**src/rtl/fp_wb_pkg.sv**
```systemverilog
// Shared types and widths for the FP result writeback path.
package fp_wb_pkg;
  localparam int TAG_W    = 5;
  localparam int DATA_W   = 32;
  localparam int WB_DEPTH = 4;
  localparam int CNT_W    = $clog2(WB_DEPTH + 1);

  typedef struct packed {
    logic [TAG_W-1:0]  rob_tag;
    logic [TAG_W-1:0]  save_tag;
    logic [DATA_W-1:0] data;
  } cdb_entry_t;
endpackage

```
**src/rtl/wb_fifo.sv**
```systemverilog
// In-order circular buffer of CDB entries with push/pop/flush, occupancy count
// and a zeroed head read when empty.
module wb_fifo
  import fp_wb_pkg::*;
#(
  parameter int DEPTH = 4
) (
  input  logic                       clk,
  input  logic                       rst,
  input  logic                       push_i,
  input  cdb_entry_t                 wr_data_i,
  input  logic                       pop_i,
  input  logic                       flush_i,
  output cdb_entry_t                 head_o,
  output logic [$clog2(DEPTH+1)-1:0] count_o,
  output logic                       full_o,
  output logic                       empty_o
);
  localparam int PW = $clog2(DEPTH);
  localparam int CW = $clog2(DEPTH + 1);

  cdb_entry_t      mem [DEPTH];
  logic [PW-1:0]   wr_q, wr_d, rd_q, rd_d;
  logic [CW-1:0]   cnt_q, cnt_d;
  logic            push_ok, pop_ok;

  assign empty_o = (cnt_q == '0);
  assign full_o  = (cnt_q == CW'(DEPTH));
  assign pop_ok  = pop_i & ~empty_o;
  // A full buffer still accepts a push when the head leaves in the same cycle.
  assign push_ok = push_i & (~full_o | pop_ok);

  always_comb begin
    wr_d  = wr_q;
    rd_d  = rd_q;
    cnt_d = cnt_q;
    if (push_ok) wr_d = wr_q + 1'b1;
    if (pop_ok)  rd_d = rd_q + 1'b1;
    case ({push_ok, pop_ok})
      2'b10:   cnt_d = cnt_q + 1'b1;
      2'b01:   cnt_d = cnt_q - 1'b1;
      default: cnt_d = cnt_q;
    endcase
  end

  always_ff @(posedge clk) begin
    if (rst || flush_i) begin
      wr_q  <= '0;
      rd_q  <= '0;
      cnt_q <= '0;
    end else begin
      wr_q  <= wr_d;
      rd_q  <= rd_d;
      cnt_q <= cnt_d;
    end
  end

  always_ff @(posedge clk) begin
    if (push_ok && !flush_i && !rst) mem[wr_q] <= wr_data_i;
  end

  assign head_o  = empty_o ? '0 : mem[rd_q];
  assign count_o = cnt_q;
endmodule

```
**src/rtl/fp_result_writeback.sv**
```systemverilog
// FP ALU result writeback: buffers results and broadcasts them on the CDB.
// FP_WB_BYPASS_EN enables a zero-latency path from alu_* to cdb_* when empty.
module fp_result_writeback
  import fp_wb_pkg::*;
#(
  parameter int DEPTH = 4
) (
  input  logic                       clk,
  input  logic                       rst,
  input  logic                       alu_done,
  input  logic [TAG_W-1:0]           alu_save_tag,
  input  logic [TAG_W-1:0]           alu_rob_tag,
  input  logic [DATA_W-1:0]          alu_result,
  output logic                       alu_stall,
  input  logic                       flush,
  output logic                       cdb_req,
  input  logic                       cdb_grant,
  output logic                       cdb_valid,
  output logic [TAG_W-1:0]           cdb_rob_tag,
  output logic [TAG_W-1:0]           cdb_save_tag,
  output logic [DATA_W-1:0]          cdb_data,
  output logic [$clog2(DEPTH+1)-1:0] count,
  output logic                       overflow
);
  localparam int CW = $clog2(DEPTH + 1);
  localparam logic [CW-1:0] STALL_TH = CW'(DEPTH - 1);

  cdb_entry_t in_e, head, out_e;
  logic       push, pop, full, empty;
  logic       overflow_q, overflow_d;

  assign in_e = '{rob_tag: alu_rob_tag, save_tag: alu_save_tag, data: alu_result};

`ifdef FP_WB_BYPASS_EN
  logic byp;
  assign byp     = empty & alu_done & ~flush & ~rst;
  assign out_e   = byp ? in_e : head;
  assign cdb_req = (~empty | byp) & ~rst;
  // A granted bypass result is already broadcast, so it is not stored.
  assign push    = alu_done & ~flush & ~(byp & cdb_grant);
`else
  assign out_e   = head;
  assign cdb_req = ~empty & ~rst;
  assign push    = alu_done & ~flush;
`endif

  assign cdb_valid = cdb_req & cdb_grant;
  assign pop       = cdb_valid & ~empty;

  wb_fifo #(.DEPTH(DEPTH)) u_fifo (
    .clk       (clk),
    .rst       (rst),
    .push_i    (push),
    .wr_data_i (in_e),
    .pop_i     (pop),
    .flush_i   (flush),
    .head_o    (head),
    .count_o   (count),
    .full_o    (full),
    .empty_o   (empty)
  );

  // Stall one entry early: the op already in flight still needs a slot.
  assign alu_stall = (count >= STALL_TH);

  always_comb begin
    overflow_d = overflow_q | (push & full & ~pop);
  end

  always_ff @(posedge clk) begin
    if (rst) overflow_q <= 1'b0;
    else     overflow_q <= overflow_d;
  end

  assign overflow     = overflow_q;
  assign cdb_rob_tag  = out_e.rob_tag;
  assign cdb_save_tag = out_e.save_tag;
  assign cdb_data     = out_e.data;
endmodule
```
**config.mk**
```make
export PLATFORM = sky130hd
export DESIGN_NAME = fp_result_writeback
export DESIGN_NICKNAME = d
export VERILOG_FILES = /design/src/rtl/fp_wb_pkg.sv /design/src/rtl/wb_fifo.sv /design/src/rtl/fp_result_writeback.sv
export SDC_FILE = /design/constraint.sdc
export NUM_CORES = 1
export LEC_CHECK = 0
export CORE_MARGIN = 1.5
export CORE_UTILIZATION = 40
export DETAILED_ROUTE_END_ITERATION = 7
export PLACE_DENSITY = 0.61
export SLEW_MARGIN = 20
export SYNTH_ARGS = -nofsm -noshare
export SYNTH_HDL_FRONTEND = slang
export SYNTH_SLANG_ARGS = --single-unit
```
**constraint.sdc**
```tcl
create_clock -name clk -period 4.6 [get_ports clk]
set_input_delay 0.92 -clock clk [delete_from_list [all_inputs] [get_ports clk]]
set_output_delay 0.92 -clock clk [all_outputs]
set_load 0.05 [all_outputs]
```
# After elaboration in Yosys (flattened, before gate mapping)

Memories as Yosys holds them, arrays and structs flattened. A register that Yosys moved wholly into a read port is not among the register bits.
Cells that the tools add are included.

$lt $le $gt $ge: 1
Add/sub/neg operators: 4
Reduce and logical (&&, ||, !) cells: 7
Bitwise logic cells: 15
Divide/modulo/power cells: 0
Eq/ne operators: 3
$mul: 0
Shifts and indexed selects: 0
Mux-type cells: 6

Operator list:

| kind                                                               | count |
|---|---|
| two-way mux 42 bit                                                 | 1 |
| bitwise AND 1 bit                                                  | 8 |
| case mux 3 bit (2 select lines)                                    | 1 |
| inverter 1 bit                                                     | 5 |
| adder 2 x 1 -> 2 bit (second input constant)                       | 2 |
| two-way mux 2 bit                                                  | 2 |
| adder 3 x 1 -> 3 bit (second input constant)                       | 1 |
| == test 3 bit (second input constant)                              | 1 |
| greater-or-equal comparator 3 x 2 -> 1 bit (second input constant) | 1 |
| zero test 3 bit                                                    | 1 |
| subtractor 3 x 1 -> 3 bit (second input constant)                  | 1 |
| == test 2 x 1 -> 1 bit (second input constant)                     | 1 |
| == test 2 bit (second input constant)                              | 1 |
| logical AND 1 bit                                                  | 2 |
| zero test 1 bit                                                    | 2 |
| two-way mux 1 bit                                                  | 2 |
| bitwise OR 1 bit                                                   | 2 |
| nonzero test 2 bit                                                 | 1 |
| logical OR 1 bit                                                   | 1 |

Bits in latches: 0
RAM bits: 168
Output and inout bits: 49
Bits in registers: 8
Bits in read-only memories: 0
Input bits: 47
Memories kept: 1
Logic and storage cells: 41

Memory list:

| name       | words | bits a word | rd ports | clocked after Yosys merged registers in | wr ports | line          | source |
|---|---|---|---|---|---|---|---|
| u_fifo.mem | 4     | 42          | 1        | 1                                       | 1        | wb_fifo.sv:22 | `cdb_entry_t mem [DEPTH];` |

# Longest topological paths before layout

Gate-level depths: netlist (run 1).

Word-level depth: 12
Gate-level depth with buffers: 10
Depth with buffers taken out: 9

# Modules after synthesis

A second synthesis (run 1) with hierarchy kept.

Cells, all modules: 344
Area, all modules: 7114.3 µm²

Modules (own cells, without submodules):

| module              | sequential area each (µm²) | area each (µm²) | instances | cells an instance |
|---|---|---|---|---|
| wb_fifo             | 5225.0                     | 7035.5          | 1         | 335 |
| fp_result_writeback | 20.0                       | 78.8            | 1         | 9 |

# Least setup slack after synthesis (run 1)

No wires, ideal clock.

Kind: input-to-reg
Start point: input port rst
End point: memory u_fifo.mem[0][0] (netlist bit) (enable)
Path buffers: 0
Data arrival time: 2.527 ns
Stages on the path: 3
Setup time: 0.403 ns
Data required time: 4.197 ns
Setup slack: 1.669 ns
Cell sequence: nand2b_1 > a2111oi_4 > and2_1

Longest elaborated chain between the ends: 11
Elaborated cells between the ends (all ways): 12
Classes of those cells: mux (2); bitwise (7); reduce/logical (3)

RTL lines:

| what                                      | line                      | source |
|---|---|---|
| start: declaration                        | fp_result_writeback.sv:9  | `input logic rst,` |
| inverter 1 bit                            | fp_result_writeback.sv:43 | `assign cdb_req = ~empty & ~rst;` |
| bitwise AND 1 bit                         | fp_result_writeback.sv:43 |  |
| bitwise AND 1 bit                         | fp_result_writeback.sv:47 | `assign cdb_valid = cdb_req & cdb_grant;` |
| bitwise AND 1 bit                         | fp_result_writeback.sv:48 | `assign pop = cdb_valid & ~empty;` |
| bitwise AND 1 bit                         | wb_fifo.sv:29             | `assign pop_ok = pop_i & ~empty_o;` |
| bitwise OR 1 bit                          | wb_fifo.sv:31             | `assign push_ok = push_i & (~full_o \| pop_ok);` |
| bitwise AND 1 bit                         | wb_fifo.sv:31             |  |
| logical AND 1 bit                         | wb_fifo.sv:59             | `if (push_ok && !flush_i && !rst) mem[wr_q] <= wr_data_i;` |
| logical AND 1 bit *                       | wb_fifo.sv:59             |  |
| two-way mux 1 bit *                       | wb_fifo.sv:59             |  |
| two-way mux 1 bit (not written as such) * | wb_fifo.sv:59             |  |
| end: declaration                          | wb_fifo.sv:22             |  |

Mark *: on every way between the ends. The rest lies on a longest branch, timed or not.

==> results.sh, run 1 <==
export IMPL_outcome="completed"
export IMPL_layout_setup_ws_ns=0.8987
export IMPL_relSlewSlack=0.5582
export IMPL_synthFlopType="edfxtp_1"
export IMPL_setup_violations_final=0
export IMPL_drive_gt1_frac=0.2018
export IMPL_sw_frac_of_total=0.1886
export IMPL_final_setup_tns_ns=0
export IMPL_min_period_ns=3.701
export IMPL_post_place_ws_ns=1.195
export IMPL_htreeDepth=4
export IMPL_rsz0062_at_grt="false"
export IMPL_synthArstFlopShare=0
export IMPL_wl_per_cell_um=18.36
export IMPL_pwr_share_comb=0.054
export IMPL_cts_resized=0
export IMPL_drt_iter0_drc=180
export IMPL_critPathCaptureType="output pin"
export IMPL_maxSlewViolCount=0
export IMPL_yosysUniqueCellTypes=29
export IMPL_grt_pass1_vias=3492
export IMPL_regArea_um2=5250
export IMPL_pwr_share_clk=0.430
export IMPL_syn_inst=332
export IMPL_critical_path_peak_fanout=23
export IMPL_p_int_mw=2.825
export IMPL_antenna_found_initial=0
export IMPL_arrival_ns=2.78
export IMPL_cts_setup_buffers=0
export IMPL_powerDensity_nw_per_um2=393.5
export IMPL_root_buffer="clkbuf_16"
export IMPL_firstDrtPassIters=4
export IMPL_avgSynthCellArea_um2=21.10
export IMPL_postCtsHoldBufs=0
export IMPL_portBuffers=95
export IMPL_synthTopCellsByCount="edfxtp_1 (168), mux4_2 (42), nor2b_1 (40), nor2_1 (11), dfxtp_1 (10)"
export IMPL_cp_start_kind="register"
export IMPL_yosysTopAreaCellShare=0.7201
export IMPL_clkSlewWorstSetupHoldPaths_ns=0.06
export IMPL_synthToLayoutAreaGrowth_pct=26.29
export IMPL_timing_hold_ws_ns=0.4996
export IMPL_clk_path_buf_depth=2
export IMPL_required_ns=3.68
export IMPL_ys_top_cells_by_area="edfxtp_1 (72%), mux4_2 (14%), nor2b_1 (3.6%), dfxtp_1 (2.9%), buf_12 (1.1%)"
export IMPL_n_antenna_cell=0
export IMPL_num_vias=3290
export IMPL_switchingPower_mw=0.6566
export IMPL_min_path_type="register to register"
export IMPL_ios=96
export IMPL_postPlaceCellArea_um2=8228
export IMPL_grt_usage=0.1457
export IMPL_gr_total_overflow=0
export IMPL_multiInputGateArea_um2=1605
export IMPL_final_area_um2=8847
export IMPL_hold_viol_final=0
export IMPL_cts_tree="built"
export IMPL_synth_seq_cells=178
export IMPL_die_w_um=135.3
export IMPL_syn_area_um2=7005
export IMPL_synth_area_leader_cell="edfxtp_1"
export IMPL_drc=0
export IMPL_fin_cells=676
export IMPL_clkSinkCount=178
export IMPL_fin_crit_sh=0.8046
export IMPL_place_gp_congestion=0.7158
export IMPL_grt_pass1_wl_um=19310
export IMPL_yosysWarnings=0
export IMPL_numCtsBuffers=17
export IMPL_ys_seq_area_frac=0.7487
export IMPL_start_util=0.4079
export IMPL_yosysMostFrequentCell="edfxtp_1"
export IMPL_clock_skew_ns=0.004544
export IMPL_synth_edff_count=168
export IMPL_routed_wirelength_um=12410
export IMPL_die_area_um2=18320
export IMPL_dpl_cell_count=645
export IMPL_sequentialPowerShare=0.516
export IMPL_grt_max_degree=43
export IMPL_placementRows=48
export IMPL_synthesis_nets=385
export IMPL_nNetsFinal=492
export IMPL_fillers=1406
export IMPL_max_freq_ghz=0.2702
export IMPL_dp_hpwl_um=7700
export IMPL_postRouteAntennaNets=0
export IMPL_cap_violations=0
export IMPL_leakagePower_nw=2.761
export IMPL_dieHeight_um=135.3
export IMPL_worst_pin_slew_ns=0.6628
export IMPL_core_area_um2=17180
export IMPL_clkLatencyLatePin_ns=0.42
export IMPL_path_class="register to output pin"
export IMPL_peakVddDrop_mv=0.2552
export IMPL_vias_per_cell=4.867
sequential cells by signal (all words and copies together), names as in the netlist, named ones only:
register and count:
overflow 1, u_fifo.count_o 3, u_fifo.mem 168, u_fifo.rd_q 2, u_fifo.wr_q 2
area by class of cell:
class	instances	area share
clock buffer	18	0.04851
clock inverter	13	0.02150
inverter	6	0.002546
multi-input combinational	132	0.1814
sequential	178	0.5934
tap	225	0.03182
timing repair buffer	104	0.1208
cells by family after synthesis:
group           after synthesis  share of synthesized area
xor+xnor                      4                   0.005000
compound gates                9                    0.01179
mux                          44                     0.1379
buf+inv                      22                    0.02375
fa+ha+maj                     6                    0.01179
simple gates                 69                    0.06108
flops                       178                     0.7487
critical path: stages, from the launching register on:
cell and delay [ns]:
dfxtp_2 0.76, buf_4 0.36, mux4_2 0.36, nor2b_1 0.15, clkdlybuf4s50_1 0.72
layer usage:
layer  global-route usage  wire, um  vias up
met1               0.1923      5498     1673
met2               0.2304      6062       75
li1                     -         -     1531
met5                    0         0        -
met4              0.04480       149        0
met3              0.04863       701       11
power by group through the flow:
stage               sequential (mW)  combinational [mW]  clock, mW
floorplan                      1.83              0.0971          0
global placement               1.83               0.187          0
detailed placement             1.83               0.190          0
CTS                            1.80               0.191       1.52
global route                   1.80               0.201       1.60
finish                         1.80               0.188       1.50
through the flow:
stage          power [mW]  utilization
2_1_floorplan       1.927            -
3_3_place_gp        2.017       0.4790
3_5_place_dp        2.021       0.4790
4_1_cts             3.512       0.5151
5_1_grt             3.592       0.5151
6_report            3.481       0.5151
cells in the final DEF, fill, tap and decap left out, drive strengths merged:
cell type / instances
o311ai: 1
mux2i: 2
a2111oi: 1
xor2: 4
a31oi: 1
clkinv: 7
nor2: 11
nand2b: 1
clkbuf: 18
bufinv: 5
ha: 5
nand2: 6
or2: 1
o21ai: 1
nor3b: 1
a21o: 1
fa: 1
nor2b: 43
mux4: 42
or3: 1
inv: 7
edfxtp: 168
dfxtp: 10
nor3: 1
and2: 4
clkdlybuf4s50: 95
a21oi: 3
buf: 9
o31ai: 1
final timing paths:
path                                         from           endpoint  slack, ns  depth (start not counted)
worst min-delay path                     overflow           overflow       0.50                          2
worst max-delay path                     register        cdb_data[3]       0.90                          4
worst max register to register  u_fifo.count_o[2]  u_fifo.count_o[2]       2.24                          9
worst min register to register           overflow           overflow       0.50                          2
No activity file was read; power rests on OpenSTA's default activity.
==> run 2: changes to the inputs <==
PLACE_DENSITY = 0.64   (was 0.61)
clock period = 3.3 ns   (was 4.6 ns; I/O delays follow)
==> results.sh, run 2 (synthesized netlist as in run 1, its figures left out) <==
export IMPL_antenna_found_initial=0
export IMPL_required_ns=2.64
export IMPL_min_period_ns=3.202
export IMPL_clkLatencyLatePin_ns=0.43
export IMPL_htreeDepth=4
export IMPL_cp_start_kind="register"
export IMPL_min_path_type="register to register"
export IMPL_switchingPower_mw=0.9599
export IMPL_cts_setup_buffers=0
export IMPL_dieHeight_um=135.3
export IMPL_gr_total_overflow=0
export IMPL_grt_pass1_vias=3504
export IMPL_clkSlewWorstSetupHoldPaths_ns=0.07
export IMPL_grt_usage=0.1483
export IMPL_clkSinkCount=178
export IMPL_grt_max_degree=32
export IMPL_timing_rr_end="u_fifo.count_o[2]"
export IMPL_min_from="overflow"
export IMPL_worst_pin_slew_ns=0.5133
export IMPL_fillers=1442
export IMPL_routed_wirelength_um=12780
export IMPL_leakagePower_nw=2.833
export IMPL_relSlewSlack=0.6567
export IMPL_path_class="register to output pin"
export IMPL_core_area_um2=17180
export IMPL_pwr_share_comb=0.058
export IMPL_clk_path_buf_depth=2
export IMPL_setup_violations_final=0
export IMPL_dpl_cell_count=654
export IMPL_utilization=0.5093
export IMPL_post_place_ws_ns=0.3117
export IMPL_n_antenna_cell=0
export IMPL_firstDrtPassIters=4
export IMPL_rsz0062_at_grt="false"
export IMPL_dp_hpwl_um=8089
export IMPL_worstRegToRegCells=9
export IMPL_synthToLayoutAreaGrowth_pct=24.86
export IMPL_die_w_um=135.3
export IMPL_postRouteAntennaNets=0
export IMPL_p_total_mw=4.527
export IMPL_layout_setup_ws_ns=0.09818
export IMPL_die_area_um2=18320
export IMPL_r2r_start="u_fifo.count_o[2]"
export IMPL_root_buffer="clkbuf_16"
export IMPL_arrival_ns=2.54
export IMPL_min_to="overflow"
export IMPL_critical_path_peak_fanout=14
export IMPL_clock_skew_ns=0.01150
export IMPL_final_setup_tns_ns=0
export IMPL_portBuffers=95
export IMPL_nNetsFinal=501
export IMPL_critPathCaptureType="output pin"
export IMPL_drive_gt1_frac=0.2581
export IMPL_final_area_um2=8747
export IMPL_cts_resized=0
export IMPL_hold_viol_final=0
export IMPL_ios=96
export IMPL_sw_frac_of_total=0.2120
export IMPL_maxSlewViolCount=0
export IMPL_drc=0
export IMPL_max_freq_ghz=0.3123
export IMPL_numCtsBuffers=17
export IMPL_cap_violations=0
export IMPL_vias_per_cell=4.921
export IMPL_drt_iter0_drc=172
export IMPL_grt_pass1_wl_um=19470
export IMPL_p_int_mw=3.568
export IMPL_placementRows=48
export IMPL_hold_depth=2
export IMPL_fin_cells=686
export IMPL_sequentialPowerShare=0.552
export IMPL_largest_reg_flops=168
export IMPL_start_util=0.4079
export IMPL_timing_hold_ws_ns=0.4899
export IMPL_outcome="completed"
export IMPL_postCtsHoldBufs=0
export IMPL_layout_commonest_cell="edfxtp_1"
export IMPL_layout_common_cells="edfxtp_1 (168), clkdlybuf4s50_1 (72), mux4_2 (42)"
export IMPL_num_vias=3376
export IMPL_peakVddDrop_mv=0.3518
export IMPL_postPlaceCellArea_um2=8220
export IMPL_wl_per_cell_um=18.63
export IMPL_r2r_setup_slack_ns=0.99
export IMPL_pwr_share_clk=0.389
export IMPL_powerDensity_nw_per_um2=517.6
export IMPL_fin_crit_sh=0.9702
export IMPL_top_register="u_fifo.mem"
export IMPL_place_gp_congestion=0.7396
export IMPL_cts_tree="built"
run 2: cell count changes in the layout (fill, tap and decap cells not counted):
cell	change
dlymetal6s2s_1	+3
clkinv_4	+2
clkinvlp_4	+3
inv_6	+2
clkinv_1	+1
buf_12	-2
clkbuf_1	+1
buf_4	+31
bufinv_16	-5
clkdlybuf4s50_1	-23
clkinv_2	-3
run 2: area by class of cell:
class / instances / area, um^2 / area share
Sequential cell: 178 / 5250 / 0.6002
Multi-Input combinational cell: 132 / 1605 / 0.1835
Timing Repair Buffer: 113 / 1069 / 0.1222
Clock buffer: 19 / 432.9 / 0.04949
Tap cell: 225 / 281.5 / 0.03218
Clock inverter: 13 / 86.33 / 0.009870
Inverter: 6 / 22.52 / 0.002575
run 2: worst max-delay path by stage:
stage / slack [ns] / depth (start not counted) / endpoint
2_1_floorplan: 0.45 / 4 / u_fifo.mem[0][0]
3_3_place_gp: 0.39 / 10 / u_fifo.count_o[2]
3_5_place_dp: 0.31 / 10 / u_fifo.count_o[2]
4_1_cts: 0.03 / 4 / cdb_data[25]
5_1_grt: 0.0005 / 4 / cdb_save_tag[3]
6_report: 0.1 / 4 / cdb_save_tag[3]
run 2: metal layers:
layer | vias up | part of all wire | track usage
met5 | - | 0 | 0
met4 | 0 | 0.012 | 0.05197
met3 | 12 | 0.050 | 0.04789
met2 | 86 | 0.49 | 0.2367
met1 | 1730 | 0.45 | 0.1918
li1 | 1548 | - | -
run 2: worst max-delay path, cell delays in order, from the launching register on:
cell	delay [ns]
dfxtp_2	0.59
buf_4	0.33
mux4_2	0.34
nor2b_1	0.14
clkdlybuf4s50_1	0.71
run 2: power by group through the flow:
stage          clock [mW]  combinational [mW]  sequential, mW
4_1_cts              1.80               0.269            2.50
6_report             1.76               0.264            2.50
3_5_place_dp            0               0.267            2.55
5_1_grt              1.89               0.282            2.50
2_1_floorplan           0               0.135            2.55
3_3_place_gp            0               0.262            2.55
==> run 3: changes to the inputs <==
ABC_AREA = 0   (was not set)
CORE_UTILIZATION = 45   (was 40)
PLACE_DENSITY = 0.7   (was 0.64)
==> results.sh, run 3 (synthesized netlist as in run 1, its figures left out) <==
export IMPL_outcome="completed"
export IMPL_worstRegToRegCells=9
export IMPL_gr_total_overflow=0
export IMPL_cts_tree="built"
export IMPL_numCtsBuffers=17
export IMPL_core_area_um2=15200
export IMPL_grt_pass1_wl_um=18650
export IMPL_clock_skew_ns=0.005888
export IMPL_required_ns=2.64
export IMPL_routed_wirelength_um=12230
export IMPL_die_w_um=127.8
export IMPL_n_antenna_cell=0
export IMPL_post_place_ws_ns=0.3033
export IMPL_critPathCaptureType="output pin"
export IMPL_switchingPower_mw=0.9925
export IMPL_relSlewSlack=0.6556
export IMPL_r2r_start="u_fifo.count_o[2]"
export IMPL_cp_cell_sequence="mux4_2 -> nor2b_1 -> clkdlybuf4s50_1"
export IMPL_clkSlewWorstSetupHoldPaths_ns=0.06
export IMPL_min_period_ns=3.037
export IMPL_p_int_mw=3.675
export IMPL_hold_viol_final=0
export IMPL_pwr_share_clk=0.408
export IMPL_layout_commonest_cell="edfxtp_1"
export IMPL_fin_crit_sh=0.9204
export IMPL_clkLatencyLatePin_ns=0.42
export IMPL_arrival_ns=2.38
export IMPL_timing_hold_ws_ns=0.5004
export IMPL_portBuffers=95
export IMPL_leakagePower_nw=3.003
export IMPL_htreeDepth=4
export IMPL_largest_reg_flops=168
export IMPL_drc=0
export IMPL_min_path_type="register to register"
export IMPL_max_freq_ghz=0.3292
export IMPL_slowest_stage="clkdlybuf4s50_1"
export IMPL_num_vias=3379
export IMPL_sequentialPowerShare=0.536
export IMPL_cp_start_kind="register"
export IMPL_p_total_mw=4.668
export IMPL_cpPeakStageDelay_ns=0.71
export IMPL_top_register="u_fifo.mem"
export IMPL_critical_path_peak_fanout=14
export IMPL_place_gp_congestion=0.7789
export IMPL_placementRows=45
export IMPL_fin_cells=645
export IMPL_hold_depth=2
export IMPL_dp_hpwl_um=7592
export IMPL_root_buffer="clkbuf_16"
export IMPL_antenna_found_initial=1
export IMPL_grt_max_degree=29
export IMPL_grt_usage=0.1576
export IMPL_min_from="overflow"
export IMPL_r2r_setup_slack_ns=1.00
export IMPL_pwr_share_comb=0.056
export IMPL_ios=96
export IMPL_drt_iter0_drc=166
export IMPL_nNetsFinal=497
export IMPL_peakVddDrop_mv=0.3519
export IMPL_wl_per_cell_um=18.97
export IMPL_grt_pass1_vias=3496
export IMPL_powerDensity_nw_per_um2=530.7
export IMPL_clkSinkCount=178
export IMPL_min_to="overflow"
export IMPL_die_area_um2=16330
export IMPL_rsz0062_at_grt="false"
export IMPL_postRouteAntennaNets=0
export IMPL_synthToLayoutAreaGrowth_pct=25.56
export IMPL_maxSlewViolCount=0
export IMPL_start_util=0.4608
export IMPL_critPathTopFamily="buffers and inverters"
export IMPL_path_class="register to output pin"
export IMPL_vias_per_cell=5.239
export IMPL_final_setup_tns_ns=0
export IMPL_sw_frac_of_total=0.2126
export IMPL_timing_rr_end="u_fifo.count_o[2]"
export IMPL_layout_setup_ws_ns=0.2627
export IMPL_drive_gt1_frac=0.2604
export IMPL_firstDrtPassIters=6
export IMPL_worst_pin_slew_ns=0.5150
export IMPL_setup_violations_final=0
export IMPL_cap_violations=0
export IMPL_critPathBufInv=1
export IMPL_dieHeight_um=127.8
export IMPL_clk_path_buf_depth=2
export IMPL_layout_common_cells="edfxtp_1 (168), clkdlybuf4s50_1 (65), mux4_2 (42)"
export IMPL_dpl_cell_count=612
-- run 3: power groups by stage --
stage          combinational [mW]  sequential [mW]  clock (mW)
2_1_floorplan               0.135             2.55           0
3_3_place_gp                0.256             2.55           0
3_5_place_dp                0.262             2.55           0
4_1_cts                     0.263             2.50        1.94
5_1_grt                     0.278             2.50        2.03
6_report                    0.261             2.50        1.90
-- run 3: what timing repair did --
action | in CTS | in global routing
setup buffers | 0 | 1
hold buffers | 0 | 0
resized for setup | 0 | 11
setup endpoints to repair | 0 | 40
-- run 3: final cells by class --
cell class	instances	area [um^2]
Sequential cell	178	5250
Clock buffer	18	429.2
Tap cell	188	235.2
Multi-Input combinational cell	132	1605
Clock inverter	14	142.6
Inverter	6	22.52
Fill cell	1146	6406
Timing Repair Buffer	109	1111
-- run 3: worst register-to-register path, cell delays in order, from the launching register on --
cell     delay (ns)
dfxtp_1        0.51
nor3b_4        0.36
nand2_1        0.09
nand2_1        0.07
ha_1           0.18
inv_1          0.06
fa_1           0.37
xor2_1         0.16
or3_1          0.31
a21oi_1        0.13
-- run 3: how the worst max path moves through the flow --
stage	start	end	slack [ns]	cells after the start
6_report	register	cdb_data[27]	0.26	3
5_1_grt	register	cdb_data[27]	0.15	3
4_1_cts	register	cdb_data[23]	0.0003	3
3_5_place_dp	rst	u_fifo.count_o[2]	0.30	10
3_3_place_gp	rst	u_fifo.count_o[2]	0.41	10
2_1_floorplan	u_fifo.count_o[0]	u_fifo.mem[0][0]	0.45	4
-- run 3: layer usage --
| layer | wire length, um | global-route usage | vias up | part of all wire |
|---|---|---|---|---|
| li1 | - | - | 1542 | - |
| met1 | 5316 | 0.1994 | 1741 | 0.43 |
| met2 | 6169 | 0.2653 | 78 | 0.50 |
| met3 | 556 | 0.03756 | 16 | 0.045 |
| met4 | 181 | 0.06147 | 2 | 0.015 |
| met5 | 10 | 0 | - | 0.00082 |
-- run 3: through the flow --
stage,util,area (um^2)
2_1_floorplan,-,7005
3_3_place_gp,0.5379,8177
3_5_place_dp,0.5379,8177
4_1_cts,0.5755,8748
6_report,0.5786,8796
5_1_grt,0.5786,8796
